**config.mk**
```make
export PLATFORM = sky130hd
export DESIGN_NAME = mux4_rr_scheduler_flat
export DESIGN_NICKNAME = d
export VERILOG_FILES = /design/src/rtl/mux4_rr_scheduler_pkg.sv /design/src/rtl/mux4_rr_scheduler_if.sv /design/src/rtl/mux4_rr_scheduler_rr_pick4.sv /design/src/rtl/mux4_rr_scheduler.sv /design/src/flat_wrapper.sv
export SDC_FILE = /design/constraint.sdc
export NUM_CORES = 1
export LEC_CHECK = 0
export ABC_CLOCK_PERIOD_IN_PS = 1400
export CAP_MARGIN = 25
export CORE_ASPECT_RATIO = 1.25
export CORE_MARGIN = 2
export CORE_UTILIZATION = 40
export DETAILED_ROUTE_END_ITERATION = 6
export PLACE_DENSITY = 0.65
export SETUP_SLACK_MARGIN = 0.4
export SLEW_MARGIN = 20
export SYNTH_ARGS = -nofsm -noshare
export SYNTH_HDL_FRONTEND = slang
export SYNTH_SLANG_ARGS = --single-unit
export TNS_END_PERCENT = 50
```
**constraint.sdc**
```tcl
create_clock -name clk -period 1.4 [get_ports clk]
set_input_delay 0.28 -clock clk [delete_from_list [all_inputs] [get_ports clk]]
set_output_delay 0.28 -clock clk [all_outputs]
set_load 0.05 [all_outputs]
```
**src/rtl/mux4_rr_scheduler_pkg.sv**
```systemverilog
// Shared types and constants for the 4:1 mux round-robin scheduler.
// Select index i drives the mux as s0=i[1], s1=i[0].
package mux4_sched_pkg;

    typedef enum logic [1:0] {
        IDLE  = 2'd0,
        GRANT = 2'd1,
        GAP   = 2'd2
    } sched_state_t;

    localparam logic [1:0] SEL_A = 2'd0;
    localparam logic [1:0] SEL_B = 2'd1;
    localparam logic [1:0] SEL_C = 2'd2;
    localparam logic [1:0] SEL_D = 2'd3;

    function automatic logic [3:0] onehot4(input logic [1:0] idx);
        onehot4 = 4'b0001 << idx;
    endfunction

endpackage

```
**src/rtl/mux4_rr_scheduler_if.sv**
```systemverilog
// Requester/mux-select bundle between the four requesters and the scheduler.
interface mux4_rr_scheduler_if;

    logic [3:0] req;
    logic [3:0] gnt;
    logic       s0;
    logic       s1;
    logic       sel_valid;
    logic [1:0] owner;

    modport master (
        output req,
        input  gnt,
        input  s0,
        input  s1,
        input  sel_valid,
        input  owner
    );

    modport slave (
        input  req,
        output gnt,
        output s0,
        output s1,
        output sel_valid,
        output owner
    );

endinterface

```
**src/rtl/mux4_rr_scheduler_rr_pick4.sv**
```systemverilog
// Combinational round-robin picker: first set bit of req scanning up from ptr,
// wrapping 3->0.
module rr_pick4 (
    input  logic [3:0] req,
    input  logic [1:0] ptr,
    output logic       any,
    output logic [1:0] idx
);

    logic [1:0] cand;

    always_comb begin
        any  = 1'b0;
        idx  = '0;
        cand = '0;
        for (int unsigned k = 0; k < 4; k++) begin
            cand = ptr + 2'(k);
            if (!any && req[cand]) begin
                any = 1'b1;
                idx = cand;
            end
        end
    end

endmodule

```
**src/rtl/mux4_rr_scheduler.sv**
```systemverilog
// Round-robin owner scheduler for the shared 4:1 mux: bounded tenure under
// contention and a break-before-make dead gap on every owner change.
module mux4_rr_scheduler
    import mux4_sched_pkg::*;
#(
    parameter int unsigned MAX_HOLD   = 8,
    parameter int unsigned GAP_CYCLES = 1
) (
    input  logic                 clk,
    input  logic                 rst_n,
    mux4_rr_scheduler_if.slave   bus
);

    localparam int unsigned     HW        = $clog2(MAX_HOLD + 1);
    localparam logic [HW-1:0]   HOLD_LAST = HW'(MAX_HOLD - 1);
    localparam int unsigned     GW        = (GAP_CYCLES > 1) ? $clog2(GAP_CYCLES) : 1;
    localparam logic [GW-1:0]   GAP_LOAD  = (GAP_CYCLES > 0) ? GW'(GAP_CYCLES - 1) : '0;
    localparam bit              NO_GAP    = (GAP_CYCLES == 0);

    sched_state_t  state;
    logic [1:0]    ptr;
    logic [1:0]    owner_q;
    logic [HW-1:0] hold_cnt;
    logic [GW-1:0] gap_cnt;
    logic [3:0]    gnt_q;
    logic          s0_q;
    logic          s1_q;
    logic          valid_q;

    logic          pick_any;
    logic [1:0]    pick_idx;
    logic          others_wait;
    logic          release_now;
    logic          take;

    rr_pick4 u_pick (
        .req (bus.req),
        .ptr (ptr),
        .any (pick_any),
        .idx (pick_idx)
    );

    // All three grant opportunities share one picker; take marks the edge that
    // installs a new owner so the grant assignments live in one place.
    always_comb begin
        others_wait = (bus.req & ~onehot4(owner_q)) != 4'b0000;
        release_now = !bus.req[owner_q] || ((hold_cnt == HOLD_LAST) && others_wait);
        take        = 1'b0;
        case (state)
            IDLE:    take = pick_any;
            GRANT:   take = release_now && NO_GAP && pick_any;
            GAP:     take = (gap_cnt == '0) && pick_any;
            default: take = 1'b0;
        endcase
    end

    always_ff @(posedge clk or negedge rst_n) begin
        if (!rst_n) begin
            state    <= IDLE;
            ptr      <= SEL_A;
            owner_q  <= SEL_A;
            hold_cnt <= '0;
            gap_cnt  <= '0;
            gnt_q    <= '0;
            s0_q     <= 1'b0;
            s1_q     <= 1'b0;
            valid_q  <= 1'b0;
        end else if (take) begin
            state    <= GRANT;
            gnt_q    <= onehot4(pick_idx);
            s0_q     <= pick_idx[1];
            s1_q     <= pick_idx[0];
            owner_q  <= pick_idx;
            valid_q  <= 1'b1;
            hold_cnt <= '0;
            ptr      <= pick_idx + 2'd1;
        end else begin
            case (state)
                IDLE: begin
                    gnt_q   <= '0;
                    valid_q <= 1'b0;
                end
                GRANT: begin
                    if (release_now) begin
                        gnt_q   <= '0;
                        valid_q <= 1'b0;
                        if (NO_GAP) begin
                            state <= IDLE;
                        end else begin
                            gap_cnt <= GAP_LOAD;
                            state   <= GAP;
                        end
                    end else if (hold_cnt == HOLD_LAST) begin
                        hold_cnt <= '0;
                    end else begin
                        hold_cnt <= hold_cnt + 1'b1;
                    end
                end
                GAP: begin
                    if (gap_cnt == '0) begin
                        state <= IDLE;
                    end else begin
                        gap_cnt <= gap_cnt - 1'b1;
                    end
                end
                default: state <= IDLE;
            endcase
        end
    end

    assign bus.gnt       = gnt_q;
    assign bus.s0        = s0_q;
    assign bus.s1        = s1_q;
    assign bus.sel_valid = valid_q;
    assign bus.owner     = owner_q;

endmodule
```
**src/flat_wrapper.sv**
```systemverilog
// flat-port wrapper written by rule: the top's interface ports become plain ports
module mux4_rr_scheduler_flat import mux4_sched_pkg::*;
#(
    parameter int unsigned MAX_HOLD   = 8,
    parameter int unsigned GAP_CYCLES = 1
)
  (clk, rst_n, bus_req, bus_gnt, bus_s0, bus_s1, bus_sel_valid, bus_owner);
  mux4_rr_scheduler_if bus_i ();
  input  logic clk;
  input  logic rst_n;
  input wire logic [$bits(bus_i.req)-1:0] bus_req;
  output wire logic [$bits(bus_i.gnt)-1:0] bus_gnt;
  output wire logic [$bits(bus_i.s0)-1:0] bus_s0;
  output wire logic [$bits(bus_i.s1)-1:0] bus_s1;
  output wire logic [$bits(bus_i.sel_valid)-1:0] bus_sel_valid;
  output wire logic [$bits(bus_i.owner)-1:0] bus_owner;
  assign bus_i.req = bus_req;
  assign bus_gnt = bus_i.gnt;
  assign bus_s0 = bus_i.s0;
  assign bus_s1 = bus_i.s1;
  assign bus_sel_valid = bus_i.sel_valid;
  assign bus_owner = bus_i.owner;
  mux4_rr_scheduler #(.MAX_HOLD(MAX_HOLD), .GAP_CYCLES(GAP_CYCLES)) u_core (.clk(clk), .rst_n(rst_n), .bus(bus_i));
endmodule
```
Word-level counts from Yosys, hierarchy flattened
Cells that the tools add are included.
{"block": "classes", "addsub": 6, "n_lt_le_gt_ge": 5, "eq_ne": 8, "shifts": 2, "n_mux": 35, "n_bitwise": 4, "reduce_logical": 19}
{"operator": "$mux 4", "n": 6}
{"operator": "$lt 2x3->1 const B", "n": 5}
{"operator": "$mux 2", "n": 7}
{"operator": "$mux 1", "n": 12}
{"operator": "$bmux 1 s2", "n": 5}
{"operator": "$pmux 4 s2", "n": 1}
{"operator": "$shl 1x2->4 const A", "n": 2}
{"operator": "$pmux 1 s2", "n": 3}
{"operator": "$pmux 2 s3", "n": 1}
{"operator": "$reduce_and 3->1", "n": 2}
{"operator": "$logic_and 1x1->1", "n": 5}
{"operator": "$add 2x1->2 const B", "n": 2}
{"operator": "$add 2x2->2 const B", "n": 2}
{"operator": "$add 4x1->4 const B", "n": 1}
{"operator": "$and 4x4->4", "n": 1}
{"operator": "$eq 4x3->1 const B", "n": 1}
{"operator": "$logic_not 1->1", "n": 4}
{"operator": "$ne 2x1->1 const B", "n": 2}
{"operator": "$not 4->4", "n": 1}
{"operator": "$reduce_and 2->1", "n": 2}
{"operator": "$reduce_bool 2->1", "n": 2}
{"operator": "$reduce_bool 4->1", "n": 1}
{"operator": "$ne 3x1->1 const B", "n": 1}
{"operator": "$ne 3x3->1 const B", "n": 1}
{"operator": "8 further kinds", "n": 9}
{"block": "totals", "ff_bits": 18, "inputBits": 6, "out_inout_bits": 9, "elab_cells": 88}

Depth between registers and ports, before layout
{"block": "logic_depth", "depth_word": 16, "mapped_depth": 7, "mapped_depth_nobuf": 7}

Modules after synthesis
Synthesis repeated with hierarchy kept, for this count alone.
{"block": "unflattened", "cells_unflattened": 95, "hier_area_um2": 873.3}
{"mod": "mux4_rr_scheduler", "instances": 1, "cells_each": 80, "area_per_inst_um2": 795.8, "seq_area_each_um2": 375.4}
{"mod": "rr_pick4", "instances": 1, "cells_each": 15, "area_per_inst_um2": 77.6, "seq_area_each_um2": 0.0}

Least setup slack after synthesis
No wires, ideal clock.
{"block": "synth_path", "path_kind": "flip-flop to flip-flop", "startpoint": "reg u_core.owner_q[0], in the netlist u_core.bus.owner[0]", "endpoint": "reg u_core.hold_cnt[0]", "setup_ns": 0.079, "arrival_ns": 1.776, "path_slack_ns": -0.456, "stages_incl_launch_ff": 5, "path_buffers": 0, "cell_sequence": "dfrtp_1 -> mux4_2 -> and3b_4 -> o21ai_4 -> mux2i_1"}
{"block": "synth_between", "elab_chain_len": 8, "word_cells_on_any_way": 11}
{"item": "start, declared", "line_no": "mux4_rr_scheduler.sv:22", "text": "logic [1:0] owner_q;"}
{"item": "start signal, assigned", "line_no": "mux4_rr_scheduler.sv:73", "text": "owner_q <= pick_idx;"}
{"item": "$shl 1x2->4", "line_no": "mux4_rr_scheduler_pkg.sv:17", "text": "onehot4 = 4'b0001 << idx;"}
{"item": "$not 4->4", "line_no": "mux4_rr_scheduler.sv:46", "text": "others_wait = (bus.req & ~onehot4(owner_q)) != 4'b0000;"}
{"item": "$and 4x4->4", "line_no": "mux4_rr_scheduler.sv:46"}
{"item": "$reduce_bool 4->1", "line_no": "mux4_rr_scheduler.sv:46"}
{"item": "$logic_and 1x1->1", "line_no": "mux4_rr_scheduler.sv:47", "text": "release_now = !bus.req[owner_q] || ((hold_cnt == HOLD_LAST) && others_wait);"}
{"item": "$logic_or 1x1->1 *", "line_no": "mux4_rr_scheduler.sv:47"}
{"item": "$ne 2x2->1 (no line) *"}
{"item": "$reduce_and 2->1 (no line) *"}
{"item": "end signal, assigned", "line_no": "mux4_rr_scheduler.sv:96", "text": "hold_cnt <= hold_cnt + 1'b1;"}
{"item": "end, declared", "line_no": "mux4_rr_scheduler.sv:23", "text": "logic [HW-1:0] hold_cnt;"}
Every way passes the cells marked *; elsewhere a longest branch is shown, timed or not. The select of a mux whose other input is x is not followed.
A chain may end at the register's enable or synchronous reset.

Worst setup path in the final report
Same ends and word-level chain as after synthesis.

==> results.py <==
metrics = {
    "placed_design": {
        "pre_cts_ws_ps": -608,
        "port-buffer-count": 14,
        "routabilityCongestion": 0.742,
        "hpwl_um": 1520,
    },
    "job": {
        "drv_cap": 0,
    },
    "routing": {
        "viasPerCell": 5.14,
        "num_vias": 791,
        "drc": 0,
        "firstDrtPassIters": 4,
        "dr.first_iter.drc_count": 14,
        "wl_per_cell_um": 14.1,
        "routed_wl_um": 2160,
        "antenna_left": 0,
    },
    "sta": {
        "hold_ws_ps": 303,
        "hold_viol_final": 0,
        "tns_ps": -1370,
        "fin_crit_sh": 1.11,
        "relSlewSlack": 0.719,
        "fmax_mhz": 644,
        "slew_viol_final": 0,
        "setup_viol": 14,
        "clock_skew_ps": 1.56,
        "period_minus_slack_ps": 1550,
        "tightestPinTransition_ps": 419,
        "rsz0062_at_grt": "true",
        "fin_ws_ps": -153,
    },
    "critical_path": {
        "ff2ff_setup_slack_ps": -150,
        "critPathRequiredTime_ps": 1620,
        "path_cells": "mux4_2 -> and3b_4 -> o21ai_4 -> mux2i_1",
        "setup.worst_path.start_class": "flop",
        "r2r_end": "u_core.hold_cnt[0]",
        "worstSetupEndpoint": "u_core.hold_cnt[0]",
        "crit_start": "u_core.bus.owner[0]",
        "slowest_stage": "mux4_2",
        "ff2ff_path_depth": 4,
        "critPathMaxFanout": 5,
        "cpPeakStageDelay_ps": 520,
        "cp.arrival_ps": 1770,
        "path_class": "reg2reg",
        "worstReg2RegStart": "u_core.bus.owner[0]",
        "crit_path_end_kind": "flop",
    },
    "power_and_ir_drop": {
        "leakagePower_nw": 0.677,
        "vdd_drop_max_mv": 1.60,
        "p_per_area_nw_per_um2": 2390,
        "power_mw": 3.28,
    },
    "grt": {
        "grtUsageTotal": 0.200,
        "grt_pass1_wl_um": 3700,
        "grt_max_degree": 16,
        "gr-total-overflow": 0,
        "grt_antenna_before_repair": 0,
        "grt_pass1_vias": 822,
    },
    "die": {
        "dieArea_um2": 2620,
        "fp.dieW_um": 46.2,
        "io_pins": 15,
        "start_util": 0.412,
        "fp.dieH_um": 56.8,
        "core_area_um2": 2160,
        "rows": 19,
    },
    "clock_tree": {
        "clkSinkCount": 15,
        "numCtsBuffers": 3,
        "cts_tree": "yes",
        "cts_htree_levels": 1,
        "cts.path.max_buffers": 2,
        "clk_pin_slew_ps": 90,
        "insertion_delay_ps": 290,
        "cts_root_buf": "clkbuf_4",
    },
    "synthesis": {
        "synth_top_family_by_area": "compound AO/OA/AOI/OAI gates",
        "syn_avg_cell_area_um2": 10.2,
        "synth.ff_latch_count": 15,
        "synth_cell_types": 27,
        "synthMuxAreaShare": 0.126,
        "synth_xor_area_frac": 0,
        "seq_area_frac_synth": 0.421,
        "synthesis.area_um2": 891,
        "synthSimpleGateAreaFrac": 0.152,
        "synthCells": 87,
        "synth_compound_area_frac": 0.181,
        "synthAdderAreaFrac": 0.0702,
        "yosysWarnings": 0,
        "syn-num-nets": 98,
    },
    "finish": {
        "area_growth_pct": 54.1,
        "num-fill-cells": 178,
        "nets": 135,
        "final_layout_size_suffix_gt1_frac": 0.415,
        "num_antenna_cells": 0,
    },
    "run_status": {
        "status": "finished with violations",
        "violations": "negative setup slack",
    },
    "worst_hold_path": {
        "min_path_type": "in2async",
    },
}
## registers in the layout, indices dropped and copies added, names as in the netlist
register              count
u_core.bus.gnt            4
u_core.state              2
u_core.bus.sel_valid      1
u_core.hold_cnt           4
u_core.bus.owner          1
u_core.ptr                2
u_core.bus.s0             1
## placed cells by master (no fill, tap or decap), drive strengths merged
master and count:
a211o 1, a211oi 1, a21o 2, a21oi 9, a22o 1, and3 1, and3b 2, buf 30
clkbuf 4, clkdlybuf4s50 1, dfrtp 15, dlygate4sd2 4, ha 5, inv 5, mux2i 9, mux4 1
nand2 11, nand2b 3, nor2 5, nor2b 1, nor3 1, nor3b 1, nor4bb 1, o211ai 2
o21ai 4, o21bai 1, o22ai 2
## final cells by class
type                            instances  area, um^2  area share
Multi-Input combinational cell         64         512       0.373
Timing Repair Buffer                   35         399       0.291
Sequential cell                        15         378       0.275
Tap cell                               31        38.8      0.0283
Clock buffer                            4        26.3      0.0191
Inverter                                5        18.8      0.0137
## metrics by stage
step            util  cells  cell area, um^2
2_1_floorplan      -     87              893
3_3_place_gp   0.597    147             1290
3_5_place_dp   0.597    147             1290
4_1_cts        0.628    153             1360
5_1_grt        0.634    154             1370
6_report       0.634    154             1370
## synth_stat cells
cell      count  area (um^2)
and3b_1       1         8.76
ha_1          5         62.6
a211o_1       1         8.76
o21bai_1      1         7.51
nor2b_1       1         6.26
o211ai_2      2         25.0
nor3_1        1         5.00
and3b_4       1         12.5
inv_1         5         18.8
nor4bb_1      1         10.0
a22o_1        1         8.76
o21ai_4       1         16.3
o21ai_1       2         10.0
buf_2         2         10.0
buf_4         2         15.0
a21oi_1       9         45.0
a211oi_2      1         12.5
nor3b_1       1         7.51
mux4_2        1         22.5
nand2b_1      3         18.8
and3_1        1         6.26
a21o_1        2         15.0
nand2_1      11         41.3
o22ai_1       2         12.5
mux2i_1       9         90.1
dfrtp_1      15          375
nor2_1        5         18.8
## critical path, delay by kind of cell (launching register included)
family | cells | cell delay (ps)
compound gates | 1 | 100
mux | 2 | 730
simple gates | 1 | 230
flops | 1 | 420
## worst min path at each step
| stage | from | end | cells past startpoint |
|---|---|---|---|
| 2_1_floorplan | rst_n | u_core.bus.gnt[0] | 0 |
| 3_3_place_gp | u_core.hold_cnt[2] | u_core.hold_cnt[2] | 1 |
| 3_5_place_dp | u_core.hold_cnt[2] | u_core.hold_cnt[2] | 1 |
| 4_1_cts | rst_n | u_core.bus.gnt[2] | 2 |
| 5_1_grt | rst_n | u_core.bus.gnt[0] | 2 |
| 6_report | rst_n | u_core.hold_cnt[2] | 2 |
## power breakdown
part / switching, mW / total [mW] / leakage [nW] / internal, mW
clock: 0.140 / 0.251 / 0.0150 / 0.111
sequential: 0.183 / 0.806 / 0.190 / 0.623
combinational: 1.09 / 2.22 / 0.472 / 1.13
## metal layers
| metal | part of all wire | vias to the layer above | track usage |
|---|---|---|---|
| li1 | - | 379 | - |
| met1 | 0.41 | 385 | 0.237 |
| met2 | 0.52 | 22 | 0.329 |
| met3 | 0.038 | 5 | 0.0289 |
| met4 | 0.026 | 0 | 0.110 |
| met5 | 0 | - | 0 |
## cells by family (layout without fill, tap and decap cells)
family,count (synthesis),after routing
compound gates,22,23
fa+ha+maj,5,5
buf+inv,9,44
flops,15,15
mux,10,10
simple gates,26,26
## repair_timing
item,4_1_cts,5_1_grt
pin swaps,5,5
gates resized for setup,11,3
endpoints found under the setup margin,24,24
hold buffers,0,0
gates cloned,1,0
endpoints found under the hold margin,0,0
setup buffers,1,1
Power figures use the tool's default switching activity.
